**config.mk**
```make
export PLATFORM = sky130hd
export DESIGN_NAME = regfile_wb_arbiter
export DESIGN_NICKNAME = d
export VERILOG_FILES = /design/src/rtl/regfile_wb_pkg.sv /design/src/rtl/wb_slot.sv /design/src/rtl/regfile_wb_arbiter.sv
export SDC_FILE = /design/constraint.sdc
export NUM_CORES = 1
export LEC_CHECK = 0
export CAP_MARGIN = 40
export CORE_MARGIN = 2
export CORE_UTILIZATION = 44
export DETAILED_ROUTE_END_ITERATION = 7
export PLACE_DENSITY = 0.77
export REMOVE_ABC_BUFFERS = 1
export SYNTH_ARGS = -nofsm -noshare
export SYNTH_HDL_FRONTEND = slang
export SYNTH_SLANG_ARGS = --single-unit
```
**constraint.sdc**
```tcl
create_clock -name i_clk -period 1.7 [get_ports i_clk]
set_clock_uncertainty 0.2 [all_clocks]
set_input_delay 0.17 -clock i_clk [delete_from_list [all_inputs] [get_ports i_clk]]
set_output_delay 0.17 -clock i_clk [all_outputs]
set_load 0.02 [all_outputs]
```
**src/rtl/regfile_wb_pkg.sv**
```systemverilog
// regfile_wb_pkg
// Shared definitions for the register-file write-back arbiter.
//   NUM_REQ / REQ_ALU / REQ_LSU : requester count and the bit index of each
//                                 requester in the valid/ready vectors
//   WB_ADDR_W / WB_DATA_W       : default register address and data widths
//   wb_req_t                    : one write-back request {addr, data}
//   slot_state_e                : occupancy of a one-entry holding slot
package regfile_wb_pkg;

  localparam int NUM_REQ   = 2;
  localparam int REQ_ALU   = 0;
  localparam int REQ_LSU   = 1;

  localparam int WB_ADDR_W = 5;
  localparam int WB_DATA_W = 32;

  typedef struct packed {
    logic [WB_ADDR_W-1:0] addr;
    logic [WB_DATA_W-1:0] data;
  } wb_req_t;

  typedef enum logic {
    EMPTY = 1'b0,
    FULL  = 1'b1
  } slot_state_e;

endpackage

```
**src/rtl/wb_slot.sv**
```systemverilog
// wb_slot
// One-entry holding register sitting between a write-back requester and the
// arbiter. It accepts a request over valid/ready and releases it when the
// arbiter pops it.
// Ports:
//   clk, rst_n        clock, asynchronous active-low reset
//   in_valid          requester offers {in_addr, in_data}
//   in_addr, in_data  destination register and write data
//   pop               arbiter granted this slot this cycle
//   ready             slot can take a request at the next edge
//   full              slot holds a write
//   addr, data        stored write
module wb_slot
  import regfile_wb_pkg::*;
#(
  parameter int ADDR_W = WB_ADDR_W,
  parameter int DATA_W = WB_DATA_W
) (
  input  logic              clk,
  input  logic              rst_n,
  input  logic              in_valid,
  input  logic [ADDR_W-1:0] in_addr,
  input  logic [DATA_W-1:0] in_data,
  input  logic              pop,
  output logic              ready,
  output logic              full,
  output logic [ADDR_W-1:0] addr,
  output logic [DATA_W-1:0] data
);

  slot_state_e state, state_next;
  logic        accept;
  logic        load;

  // A slot being popped this cycle frees up at the same edge, so it may take a
  // new request then; this keeps one write per cycle flowing per requester.
  // Ready is built only from registered state and the grant (itself derived
  // from registered state), so nothing combinational reaches it from valid.
  always_comb begin
    ready      = (state == EMPTY) || pop;
    full       = (state == FULL);
    accept     = in_valid && ready;
    // Writes to r0 are handshaken but dropped: r0 is hard-wired to zero.
    load       = accept && (in_addr != '0);
    state_next = state;
    if (load) begin
      state_next = FULL;
    end else if (pop) begin
      state_next = EMPTY;
    end
  end

  always_ff @(posedge clk or negedge rst_n) begin
    if (!rst_n) begin
      state <= EMPTY;
    end else begin
      state <= state_next;
    end
  end

  always_ff @(posedge clk or negedge rst_n) begin
    if (!rst_n) begin
      addr <= '0;
      data <= '0;
    end else if (load) begin
      addr <= in_addr;
      data <= in_data;
    end
  end

endmodule

```
**src/rtl/regfile_wb_arbiter.sv**
```systemverilog
// regfile_wb_arbiter
// Shares the register file's single write port between the ALU write-back
// path (requester 0) and the load/store path (requester 1). Each requester
// feeds a one-entry slot; one slot is granted per cycle and its write is
// registered onto the register-file write port. A pending-write mask lets
// decode stall on read-after-write hazards.
// Build option:
//   RR_ARB_EN defined   : round-robin between the slots on contention
//   RR_ARB_EN undefined : fixed priority, the LSU slot wins contention
// Ports:
//   i_clk, i_rst                 clock, asynchronous active-low reset
//   i_req_valid / o_req_ready    per-requester handshake (bit0 ALU, bit1 LSU)
//   i_req_addr0/1, i_req_data0/1 request destination register and data
//   o_rd_addr, o_rd_data         register-file write address and data
//   o_rd_wren                    register-file write enable
//   o_pend_mask                  bit r set while a write to r is in flight
//   o_idle                       both slots empty and no write on the port
module regfile_wb_arbiter
  import regfile_wb_pkg::*;
#(
  parameter int DATA_W = WB_DATA_W,
  parameter int ADDR_W = WB_ADDR_W
) (
  input  logic               i_clk,
  input  logic               i_rst,
  input  logic [NUM_REQ-1:0] i_req_valid,
  output logic [NUM_REQ-1:0] o_req_ready,
  input  logic [ADDR_W-1:0]  i_req_addr0,
  input  logic [ADDR_W-1:0]  i_req_addr1,
  input  logic [DATA_W-1:0]  i_req_data0,
  input  logic [DATA_W-1:0]  i_req_data1,
  output logic [ADDR_W-1:0]  o_rd_addr,
  output logic [DATA_W-1:0]  o_rd_data,
  output logic               o_rd_wren,
  output logic [31:0]        o_pend_mask,
  output logic               o_idle
);

  logic              full0, full1;
  logic              grant0, grant1;
  logic              ready0, ready1;
  logic [ADDR_W-1:0] addr0, addr1;
  logic [DATA_W-1:0] data0, data1;

  wb_slot #(.ADDR_W(ADDR_W), .DATA_W(DATA_W)) u_slot_alu (
    .clk      (i_clk),
    .rst_n    (i_rst),
    .in_valid (i_req_valid[REQ_ALU]),
    .in_addr  (i_req_addr0),
    .in_data  (i_req_data0),
    .pop      (grant0),
    .ready    (ready0),
    .full     (full0),
    .addr     (addr0),
    .data     (data0)
  );

  wb_slot #(.ADDR_W(ADDR_W), .DATA_W(DATA_W)) u_slot_lsu (
    .clk      (i_clk),
    .rst_n    (i_rst),
    .in_valid (i_req_valid[REQ_LSU]),
    .in_addr  (i_req_addr1),
    .in_data  (i_req_data1),
    .pop      (grant1),
    .ready    (ready1),
    .full     (full1),
    .addr     (addr1),
    .data     (data1)
  );

  always_comb begin
    o_req_ready          = '0;
    o_req_ready[REQ_ALU] = ready0;
    o_req_ready[REQ_LSU] = ready1;
  end

`ifdef RR_ARB_EN
  // rr_ptr names the slot preferred on the next contended cycle.
  logic rr_ptr;

  always_comb begin
    grant0 = full0 && (!full1 || !rr_ptr);
    grant1 = full1 && (!full0 ||  rr_ptr);
  end

  // Only contention moves the pointer; an uncontended grant leaves it alone.
  always_ff @(posedge i_clk or negedge i_rst) begin
    if (!i_rst) begin
      rr_ptr <= 1'b0;
    end else if (full0 && full1) begin
      rr_ptr <= ~rr_ptr;
    end
  end
`else
  // Loads are given the port first because their consumers are typically
  // further down the dependency chain.
  always_comb begin
    grant1 = full1;
    grant0 = full0 && !full1;
  end
`endif

  always_ff @(posedge i_clk or negedge i_rst) begin
    if (!i_rst) begin
      o_rd_wren <= 1'b0;
      o_rd_addr <= '0;
      o_rd_data <= '0;
    end else begin
      o_rd_wren <= grant0 || grant1;
      if (grant1) begin
        o_rd_addr <= addr1;
        o_rd_data <= data1;
      end else if (grant0) begin
        o_rd_addr <= addr0;
        o_rd_data <= data0;
      end
    end
  end

  // Bit 0 never sets: slots never hold r0, and so the output never carries it.
  always_comb begin
    o_pend_mask = '0;
    for (int r = 1; r < 32; r++) begin
      o_pend_mask[r] = (full0 && (addr0 == ADDR_W'(r))) ||
                       (full1 && (addr1 == ADDR_W'(r))) ||
                       (o_rd_wren && (o_rd_addr == ADDR_W'(r)));
    end
  end

  always_comb begin
    o_idle = !full0 && !full1 && !o_rd_wren;
  end

endmodule

```
## Word level (Yosys, flattened, before mapping)

Cells that the tools add are included.

| storage, ports and cells | value |
|---|---|
| word-level logic and storage cells | 280 |
| output and inout bits | 73 |
| input port bits | 78 |
| flip-flop bits (word level) | 114 |

| cells by class | value |
|---|---|
| bitwise operators | 1 |
| reductions and logical operators | 170 |
| eq/ne operators | 93 |
| muxes and demuxes | 7 |

Operator list:

| operator | number |
|---|---|
| equality test 5 bit (second input constant) | 48 |
| equality test 5 x 4 -> 1 bit (second input constant) | 24 |
| logical AND 1 bit | 99 |
| logical OR 1 bit | 64 |
| 2-to-1 mux 32 bit | 2 |
| equality test 5 x 3 -> 1 bit (second input constant) | 12 |
| equality test 5 x 2 -> 1 bit (second input constant) | 6 |
| equality test 5 x 1 -> 1 bit (second input constant) | 3 |
| 2-to-1 mux 5 bit | 2 |
| nonzero test 5 bit | 2 |
| nonzero test 2 bit | 2 |
| logical NOT 1 bit | 3 |
| 2-to-1 mux 1 bit | 3 |
| NOT 1 bit | 1 |

## Longest topological paths before layout

Gate-level depths: netlist (run 1).

| logic depth | value |
|---|---|
| word-level depth | 6 |
| gate-level depth with buffers | 5 |
| mapped depth without buffers | 3 |

## Cells and area by module

Synthesis (run 1) repeated with hierarchy kept, for this count alone.

| unflattened totals | value |
|---|---|
| cells, all modules | 473 |
| area total of the unflattened synthesis | 5,514.0 um2 |

Modules (own cells, without submodules):

| module | cells an instance | sequential area each (um2) | area each (um2) | times used |
|---|---|---|---|---|
| wb_slot | 84 | 950.9 | 1,451.4 | 2 |
| regfile_wb_arbiter | 305 | 950.9 | 2,611.3 | 1 |

## Worst setup path before layout (run 1)

No wires, ideal clock.

| timing | value |
|---|---|
| path type | register -> output |
| start point | reg o_rd_addr[3] |
| end point | out o_pend_mask[11] |
| path buffers | 1 |
| required time | 1.330 ns |
| data arrival time | 1.509 ns |
| setup slack | -0.179 ns |
| cell stages (with the launch flop) | 5 |
| cells stage by stage | dfrtp_1 clkbuf_1 nor4bb_1 a32oi_1 nand2_1 |

| on the way | value |
|---|---|
| word-level cells in the longest chain between the ends | 3 |

Ends and longest elaborated chain:

| item | line | source |
|---|---|---|
| start: declaration | regfile_wb_arbiter.sv:32 | `output logic [ADDR_W-1:0] o_rd_addr,` |
| start signal: assignment | regfile_wb_arbiter.sv:111 | `o_rd_addr <= addr1;` |
| start signal: assignment | regfile_wb_arbiter.sv:114 | `o_rd_addr <= addr0;` |
| equality test 5 x 4 -> 1 bit | regfile_wb_arbiter.sv:126 | `(o_rd_wren && (o_rd_addr == ADDR_W'(r)));` |
| logical AND 1 bit | regfile_wb_arbiter.sv:126 |  |
| logical OR 1 bit | regfile_wb_arbiter.sv:125 | `(full1 && (addr1 == ADDR_W'(r))) \|\|` |
| end: declaration | regfile_wb_arbiter.sv:35 | `output logic [31:0] o_pend_mask,` |

Every way passes these cells.

## Worst setup path after layout (run 1)

| timing | value |
|---|---|
| start point | reg o_rd_addr[4] |
| end point | out o_pend_mask[29] |

| on the way | value |
|---|---|
| word-level cells in the longest chain between the ends | 3 |

Ends and longest elaborated chain:

| item | line |
|---|---|
| equality test 5 bit | regfile_wb_arbiter.sv:126 |
| logical AND 1 bit | regfile_wb_arbiter.sv:126 |
| logical OR 1 bit | regfile_wb_arbiter.sv:125 |

Every way passes these cells.

==> results of run 1 <==
[cell type report]
class | count | area, µm²
well taps | 147 | 184
clock buffers | 22 | 474
repair buffers | 259 | 2670
flip-flops and latches | 114 | 2870
fillers | 717 | 2910
multi-input cells | 327 | 2830
clock inverters | 7 | 60.1
inverters | 3 | 11.3
[sequential cells by signal (all words and copies together), names as in the netlist]
register / flops
u_slot_lsu.addr: 5
o_rd_data: 32
u_slot_alu.data: 32
u_slot_lsu.data: 32
u_slot_alu.addr: 5
u_slot_alu.full: 1
o_rd_wren: 1
o_rd_addr: 5
u_slot_lsu.full: 1
[per-layer routing]
layer  up-vias  share of wire [%]  track usage [%]  wire (µm)
met5         -                  0                0          0
met4         0                1.9             8.35        357
met3        42                5.7             6.48       1110
met2       244                 52             48.9      10000
met1      2539                 40             35.1       7770
li1       2212                  -                -          -
[worst max-delay path, stage by stage (launching register included)]
cell,delay (ns)
dfrtp_2,0.47
buf_6,0.15
and4b_2,0.26
a32oi_1,0.25
nand2_1,0.10
buf_6,0.14
[cell usage in the layout, fill, tap and decap left out, drive strengths merged, types with 21 or more instances in the layout]
cell type / count
a22oi: 21
buf: 143
clkbuf: 26
clkdlybuf4s50: 72
dfrtp: 114
dlygate4sd2: 33
mux2: 66
mux2i: 36
nand2: 97
o21ai: 39
[through the flow]
| stage | std cells | hold slack [ns] | area, µm² | power [µW] |
|---|---|---|---|---|
| 5_1_grt | 879 | 0.0483 | 9100 | 9620 |
| 6_report | 879 | 0.0379 | 9100 | 9300 |
| 3_5_place_dp | 820 | -0.0542 | 7570 | 5510 |
| 2_1_floorplan | 444 | -0.326 | 5250 | 4320 |
| 4_1_cts | 868 | 0.00433 | 8850 | 9080 |
| 3_3_place_gp | 820 | -0.0563 | 7570 | 5440 |
[how the worst max path moves through the flow]
stage | start | to | cells after the start
finish | o_rd_addr[4] | o_pend_mask[29] | 5
global route | u_slot_lsu.addr[1] | o_pend_mask[14] | 5
CTS | u_slot_alu.addr[0] | o_pend_mask[16] | 4
detailed placement | i_req_addr1[1] | u_slot_lsu.data[4] | 5
global placement | i_req_addr1[1] | u_slot_lsu.data[6] | 5
floorplan | u_slot_alu.full | u_slot_alu.data[0] | 3
[power groups by stage]
stage	logic [µW]	clock network, µW	registers, µW
after CTS	2410	3270	3400
after detailed placement	2110	0	3400
final	2560	3290	3450
after floorplan	758	0	3570
after global placement	2070	0	3380
after global routing	2690	3440	3490
[what timing repair did]
| item | 4_1_cts | 5_1_grt |
|---|---|---|
| cloned | 6 | 2 |
| endpoints found under the setup margin | 155 | 121 |
| pin swaps | 49 | 23 |
| hold endpoints to repair | 114 | 0 |
| buffers inserted | 15 | 13 |
| hold buffers | 1 | 0 |
| resized for setup | 369 | 45 |
[cell families (layout without fill, tap and decap cells)]
group,after synthesis,in the layout,synth area share (%)
buf+inv,41,291,3.59
flops,114,114,52.5
simple gates,140,140,13.0
compound gates,83,83,10.4
mux,102,102,20.3
other cells,2,2,0.138
==> metrics.txt, run 1 <==
area growth from synthesis to layout=67.5%; worst r2r path cells=8; Mapped Cells=approximately 480; CTS tree=done; via-per-instance ratio=about 5.7; setup violators final=70; nets=800; share of post-route cells with drive strength above 1=42.6%; largest net degree at the start of global routing=45; FF+latch count, synth=approximately 110; CTS H-tree lvls=4; first-pass GRT wire length=28.2 mm; failing checks=negative setup slack; CP Capture Type=output port; origin of the critical flop-to-flop path=u_slot_lsu.full; CP startpoint kind=flip-flop; DP HPWL=roughly 11 mm; worst r2r dst=u_slot_alu.data[10]; commonest cells in the netlist=dfrtp_1 (114), nand2_1 (97), mux2_2 (66); setup ws final=-0.465 ns; top-area cell type share of the netlist area=52.5%; r2r setup slk=-0.39 ns; setup TNS=-23.57 ns; Sw Pwr=2750 µW; Initial Util=45.2%; top-count cell post-synth=dfrtp_1; chip width=~120 µm; clock latency on the worst-skew pair=slightly above 0.4 ns; fin. max-slew vios=0; Final Hold Fails=0; part of the cycle the worst path needs=127%; Post-DRT Antenna Nets=0; Remaining DRCs=0; DR pass1 iterations=5; root buffer cell=clkbuf_16; Post-Route WL=19.3 mm; sequential-to-total area share from yosys stat=between 50% and 60%; routed vias=about 5000; clock share of power=35.3%; Clock Sinks=114; Distinct cells, synth=30; Rows=40; Reg power frac=a little under two fifths; cell accounting for the most synthesized area=dfrtp_1; diodes inserted=0; Synth area leaders=dfrtp_1 (53%), mux2_2 (14%), nand2_1 (6.7%), mux2i_1 (6.6%), o21ai_0 (3.5%); ys async rst share=between 90% and 100%; Final GP Congestion=~0.90; Main synth FF type=dfrtp_1; hold worst-path end=u_slot_lsu.addr[0]; I/O Buffers=around 150; clock slew at reported path FFs=~0.06 ns; Num CTS Buffers=17; Int Pwr=between 6000 and 7000 µW; Total Die Area=13300 µm²; Max Fclk=roughly 460 MHz; Post-synth EDFFs=0; PwrDens=a little over 1000 nW/µm²; required time worst endpoint=1.33 ns; YS warnings=0; Worst Path Max Fanout=7; DR WL/cell=about 22 µm; Hold WC Path Type=primary input to flip-flop; grt total ovfl=0; DIE HEIGHT=115 µm; Ports=151; initial antenna violation count=0; First DRT Iteration DRCs=370; max_cap viols=0; static leakage=roughly 0.0043 µW; syn avg cell area=about 11 µm²; Switching Share=between 20 and 30%; fin util=about three quarters; WS Path Type=flip-flop to output port; Global Route Usage Sum=~28%; worst path arrival time=between 1.5 and 2 ns; vias in the first global route=5212; RSZ-0062 raised after global routing=true; min-delay src=i_req_addr1[0]; Min Clock Period, post-route=~2.2 ns; Core ar.=roughly 12000 µm²; clk buf depth=2; combinational power share=between 20% and 30%; Mapped Area=~5400 µm²; hold depth=3; run status=finished, violations left; VDD IR max=between 0.0008 and 0.0009 V; DP Worst Slack=-0.552 ns
No activity file was read; power rests on OpenSTA's default activity.
==> run 2: changes to the inputs <==
--- a/config.mk
+++ b/config.mk
@@ -5,10 +5,12 @@
 export SDC_FILE = /design/constraint.sdc
 export NUM_CORES = 1
 export LEC_CHECK = 0
+export ABC_AREA = 1
 export CAP_MARGIN = 40
 export CORE_MARGIN = 2
 export CORE_UTILIZATION = 44
 export DETAILED_ROUTE_END_ITERATION = 7
+export GPL_TIMING_DRIVEN = 0
 export PLACE_DENSITY = 0.77
 export REMOVE_ABC_BUFFERS = 1
 export SYNTH_ARGS = -nofsm -noshare
==> run 2 against run 1 <==
- the flow still finishes with violations (negative setup slack)
- synthesized area increased by 3.5%
- critical path depth increased by 1
- first-iteration DRC count increased by 47%
- utilization decreased by 3.9 points
- final cell count increased by 29%
- flip-flop and latch count unchanged
- die area increased by 3.4%
- maximum frequency increased by 7.2%
- clock power decreased by 2%
- count of clock-buffer cells in the layout increased by 3
- critical path type unchanged
==> metrics.txt, run 2 <==
run status=finished, violations left; failing checks=negative setup slack; Post-Route WL=approximately 22 mm; CTS tree=done; DIE HEIGHT=~120 µm; Hold WC Path Type=primary input to flip-flop; largest net degree at the start of global routing=64; sequential-to-total area share from yosys stat=between 50 and 60%; commonest cells in the netlist=nand2_1 (375), nand3_1 (135), dfrtp_1 (114); required time worst endpoint=approximately 1.3 ns; setup violators final=99; Slew @ Worst Pin=~0.9 ns; area growth from synthesis to layout=60.6%; nets=approximately 1000; Max stage delay on crit path=between 0.5 and 0.6 ns; Clock Sinks=114; dpl cells=~1000; Simple-Gate Fraction of Synth Area=roughly 42%; part of the cycle the worst path needs=119%; fin util=a little under three quarters; post-synthesis compound-gate area fraction=less than 1%; largest family of logic cells by synthesized area=simple AND/OR/NAND/NOR gates; grt total ovfl=0; Distinct cells, synth=19; first-pass GRT wire length=between 20 and 30 mm; commonest cells after routing, fill and taps aside=nand2_1 (320), dfrtp_1 (104), nand3_1 (91); worst path arrival time=about 1.7 ns; static leakage=about 0.0045 µW; RSZ-0062 raised after global routing=true; max_cap viols=0; initial antenna violation count=1; VDD IR max=about 0.00084 V; post-synthesis mux area share=0%; Max Fclk=around 490 MHz; vias in the first global route=approximately 5700; Synth Area in Adders=0%; Slew headroom=between 40% and 50%; routed vias=6241; share of post-route cells with drive strength above 1=~29%; Post-Layout Cell Count=around 1100; Core ar.=around 13000 µm²; CP Capture Type=output port; Pwr Total=slightly above 9000 µW; Final GP Congestion=between 0.9 and 1; cell accounting for the most synthesized area=dfrtp_1; CTS H-tree lvls=4; Num CTS Buffers=17; Main synth FF type=dfrtp_1; Final Hold Fails=0; Largest delay share family, worst path=flip-flops; PwrDens=around 1000 nW/µm²; Total Die Area=roughly 14000 µm²; Mapped Area=5630 µm²; Global Route Usage Sum=roughly 28%; I/O Buffers=between 100 and 150; CP Cell Sequence=nand2_4 > clkinvlp_4 > buf_4 > nand2_1 > nand3_2 > buf_6; Worst Path Max Fanout=4; min-delay src=i_req_data1[22]; FF+latch count, synth=114; fin. max-slew vios=0; Initial Util=between 40% and 50%; Mapped Cells=761; chip width=~120 µm; root buffer cell=clkbuf_16; Post-DRT Antenna Nets=0; Post-synth EDFFs=0; clock latency on the worst-skew pair=approximately 0.42 ns; CP startpoint kind=flip-flop; syn avg cell area=approximately 7.4 µm²; DR pass1 iterations=6; YS warnings=0; Remaining DRCs=0; DR WL/cell=between 15 and 20 µm; Synth area leaders=dfrtp_1 (51%), nand2_1 (25%), nand3_1 (12%), nor2_1 (3.7%), buf_6 (1.8%); setup ws final=-0.321 ns; crit path launch=u_slot_lsu.full; Ports=around 150; Worst Path Buf+Inv=3; Min Clock Period, post-route=2.02 ns; clock slew at reported path FFs=~0.050 ns; commonest non-fill, non-tap cell in the layout=nand2_1; via-per-instance ratio=about 5.5; clk buf depth=2; origin of the critical flop-to-flop path=u_slot_lsu.full; ys async rst share=100%; Rows=41; WS Path Type=flip-flop to output port; XOR/XNOR Fraction of Synth Area=0%; top-area cell type share of the netlist area=around 51%; largest registers=o_rd_data x32, u_slot_alu.data x32, u_slot_lsu.data x32; DP HPWL=around 11 mm; top-count cell post-synth=nand2_1; First DRT Iteration DRCs=around 540; CP max-delay cell=dfrtp_4
[run 2: cells by family (layout without fill, tap and decap cells)]
group / after synthesis / after routing
AOI/OAI and AO/OA: 4 / 4
buffers and inverters: 66 / 254
DFF: 114 / 114
other: 2 / 3
and+or+nand+nor: 575 / 584
[run 2: per-stage QoR]
stage	hold slack, ns	instance area [µm²]	setup TNS [ns]	worst slack, ns
final	0.107	9030	-12.79	-0.321
after floorplan	-0.326	5350	-67.16	-1.14
after global placement	0.254	7050	-719.46	-4.04
after CTS	0.104	8260	-9.08	-0.271
after detailed placement	0.104	7220	-107.89	-1.27
after global routing	0.121	9030	-16.38	-0.363
[run 2: final cells by class]
cell class | instances | area, µm²
diodes | 1 | 2.50
clock buffers | 25 | 505
clock inverters | 5 | 27.5
fillers | 902 | 3530
inverters | 24 | 108
multi-input cells | 590 | 3110
flip-flops and latches | 114 | 2870
well taps | 172 | 215
repair buffers | 200 | 2200
[run 2: worst paths after layout]
kind	to	slack, ns	cells after the start
worst min-delay path	u_slot_lsu.data[22]	0.11	3
max in group asynchronous	o_rd_addr[0]	0.36	3
min in group asynchronous	u_slot_lsu.data[18]	0.18	2
worst min register to register	u_slot_lsu.data[2]	0.27	2
worst max-delay path	o_pend_mask[26]	-0.32	6
worst max register to register	u_slot_alu.data[7]	-0.15	8
[run 2: report_power, final]
group | leakage, µW | switching (µW) | total, µW | internal (µW)
Combinational | 0.00283 | 1430 | 2460 | 1030
Sequential | 0.00139 | 312 | 3400 | 3090
Clock | 0.000265 | 1200 | 3220 | 2020
[run 2: worst reg2reg max path: cells and delay by family, from the launching register on]
| kind | cells | cell delay (ns) |
|---|---|---|
| buffers and inverters | 4 | 0.61 |
| DFF | 1 | 0.52 |
| and+or+nand+nor | 4 | 0.46 |
[run 2: timing repair]
item	in CTS	in global routing
resized for setup	277	139
endpoints found under the setup margin	185	73
hold endpoints to repair	62	0
setup buffers	24	15
pin swaps	15	30
cloned	3	13
hold buffers	1	0
[run 2: layer usage]
| layer | GRT usage, % | share of wire [%] | vias to the layer above |
|---|---|---|---|
| met4 | 13.1 | 5.5 | 0 |
| met2 | 44.9 | 49 | 412 |
| met5 | 0 | 0 | - |
| met1 | 35.2 | 36 | 2931 |
| met3 | 8.75 | 9.5 | 121 |
| li1 | - | - | 2777 |
==> run 3: changes to the inputs <==
==> constraint.sdc (replaced) <==
create_clock -name i_clk -period 1.73 [get_ports i_clk]
set_clock_uncertainty 0.2 [all_clocks]
set_input_delay 0.173 -clock i_clk [delete_from_list [all_inputs] [get_ports i_clk]]
set_output_delay 0.173 -clock i_clk [all_outputs]
set_load 0.02 [all_outputs]
==> run 3 against run 2 <==
- the run still ends with negative setup slack left
- sequential share of layout area up 0.77 points
- hold slack better by 0.012 ns
- power down 3.3%
- final area down 2.4%
- non-clock buffer count down 9
- largest power group unchanged
- highest routed layer unchanged
==> metrics.txt, run 3 (same netlist as run 2, synthesis figures left out) <==
CP Capture Type=output port; PwrDens=roughly 1000 nW/µm²; nets=1019; DIE HEIGHT=117 µm; largest net degree at the start of global routing=64; Hold WC Path Type=primary input to flip-flop; Total Die Area=13700 µm²; DP HPWL=about 11 mm; Num CTS Buffers=17; commonest non-fill, non-tap cell in the layout=nand2_1; part of the cycle the worst path needs=116%; Post-Route WL=a little over 20 mm; clock latency on the worst-skew pair=slightly above 0.4 ns; worst path arrival time=about 1.6 ns; fin. max-slew vios=0; I/O Buffers=148; Largest delay share family, worst path=flip-flops; root buffer cell=clkbuf_16; failing checks=negative setup slack; CP Cell Sequence=nand2_4 > clkinvlp_4 > buf_4 > nand2_1 > nand3_2 > buf_6; largest registers=o_rd_data x32, u_slot_alu.data x32, u_slot_lsu.data x32; CTS tree=done; VDD IR max=0.000706 V; routed vias=6127; initial antenna violation count=3; Final Hold Fails=0; Clock Sinks=roughly 110; via-per-instance ratio=roughly 5.4; Initial Util=44.8%; DR WL/cell=around 18 µm; chip width=117 µm; clock slew at reported path FFs=about 0.050 ns; dpl cells=about 1000; Min Clock Period, post-route=approximately 2 ns; vias in the first global route=about 5700; RSZ-0062 raised after global routing=true; Global Route Usage Sum=between 20 and 30%; Rows=41; Post-DRT Antenna Nets=0; clk buf depth=2; Core ar.=~13000 µm²; area growth from synthesis to layout=56.8%; WS Path Type=flip-flop to output port; static leakage=between 0.004 and 0.005 µW; max_cap viols=0; CTS H-tree lvls=4; Remaining DRCs=0; area post-placement=around 7200 µm²; Slew @ Worst Pin=~0.87 ns; Slew headroom=41.9%; Max stage delay on crit path=between 0.5 and 0.6 ns; Worst Path Buf+Inv=3; First DRT Iteration DRCs=about 630; required time worst endpoint=around 1.4 ns; share of post-route cells with drive strength above 1=26.9%; commonest cells after routing, fill and taps aside=nand2_1 (323), nand3_1 (104), dfrtp_1 (104); setup violators final=73; Final GP Congestion=0.917; first-pass GRT wire length=28.6 mm; Final Cell Area=about 8800 µm²; setup ws final=-0.278 ns; DR pass1 iterations=6; CP startpoint kind=flip-flop; CP max-delay cell=dfrtp_4; DP Worst Slack=-1.25 ns; Max Fclk=between 400 and 500 MHz; Ports=151; Post-Layout Cell Count=around 1100; Worst Path Max Fanout=6; fin util=70.2%; grt total ovfl=0; run status=finished, violations left
-- run 3: cell count changes in the layout (fill, tap and decap cells not counted), moves of 2 or more --
| cell | before | now |
|---|---|---|
| and2_4 | 2 | 4 |
| nand2_4 | 4 | 1 |
| buf_8 | 5 | 2 |
| buf_6 | 35 | 30 |
| nand2_1 | 320 | 323 |
| clkbuf_16 | 22 | 19 |
| nand3_2 | 44 | 31 |
| nand3_1 | 91 | 104 |
-- run 3: through the flow --
stage | hold WS [ns] | power (µW) | TNS [ns]
4_1_cts | 0.108 | 8450 | -7.70
3_5_place_dp | 0.107 | 5190 | -103.81
5_1_grt | 0.111 | 9150 | -13.64
2_1_floorplan | -0.323 | 4200 | -62.99
6_report | 0.119 | 8790 | -10.13
3_3_place_gp | 0.254 | 5110 | -712.30
-- run 3: report_power, final --
group | leakage, µW | internal [µW] | switching [µW] | total, µW
clock | 0.000265 | 1990 | 1150 | 3140
sequential | 0.00139 | 3040 | 298 | 3330
combinational | 0.00272 | 955 | 1360 | 2310
total | 0.00438 | 5980 | 2810 | 8790
-- run 3: repair_timing --
item | CTS | global route
pin swaps | 9 | 14
hold buffers | 1 | 0
gates resized for setup | 272 | 117
endpoints found under the setup margin | 185 | 89
gates cloned | 2 | 12
hold endpoints to repair | 62 | 0
setup buffers | 24 | 10
-- run 3: layer usage --
metal	vias up	track usage, %	routed length [µm]
li1	2784	-	-
met4	0	13.2	787
met1	2885	34.5	7690
met5	-	0	0
met3	82	9.17	2130
met2	376	44.0	10000
-- run 3: worst reg2reg max path, stage by stage, from the launching register on --
cell     delay (ns)
dfrtp_4        0.52
buf_12         0.15
buf_8          0.12
nand2_8        0.07
and2_4         0.22
buf_12         0.14
buf_12         0.12
nand2_8        0.08
nand2_2        0.09
nand2_1        0.05
-- run 3: path summary, 6_finish.rpt --
check | start | end | slack, ns | cells after the start
min in group asynchronous | i_rst | u_slot_lsu.data[18] | 0.20 | 2
worst min-delay path | i_req_data1[22] | u_slot_lsu.data[22] | 0.12 | 3
worst max register to register | u_slot_lsu.full | u_slot_alu.data[10] | -0.13 | 9
worst min register to register | u_slot_lsu.data[0] | u_slot_lsu.data[0] | 0.27 | 2
worst max-delay path | u_slot_lsu.full | o_pend_mask[20] | -0.28 | 6
max in group asynchronous | i_rst | o_rd_addr[0] | 0.37 | 3
-- run 3: final cells by class --
cell class              instances  area, µm²
fillers                       935       3750
multi-input cells             593       3040
flip-flops and latches        114       2870
repair buffers                191       2050
clock buffers                  25        505
well taps                     172        215
inverters                      24        108
clock inverters                 5       27.5
diodes                          2       5.00
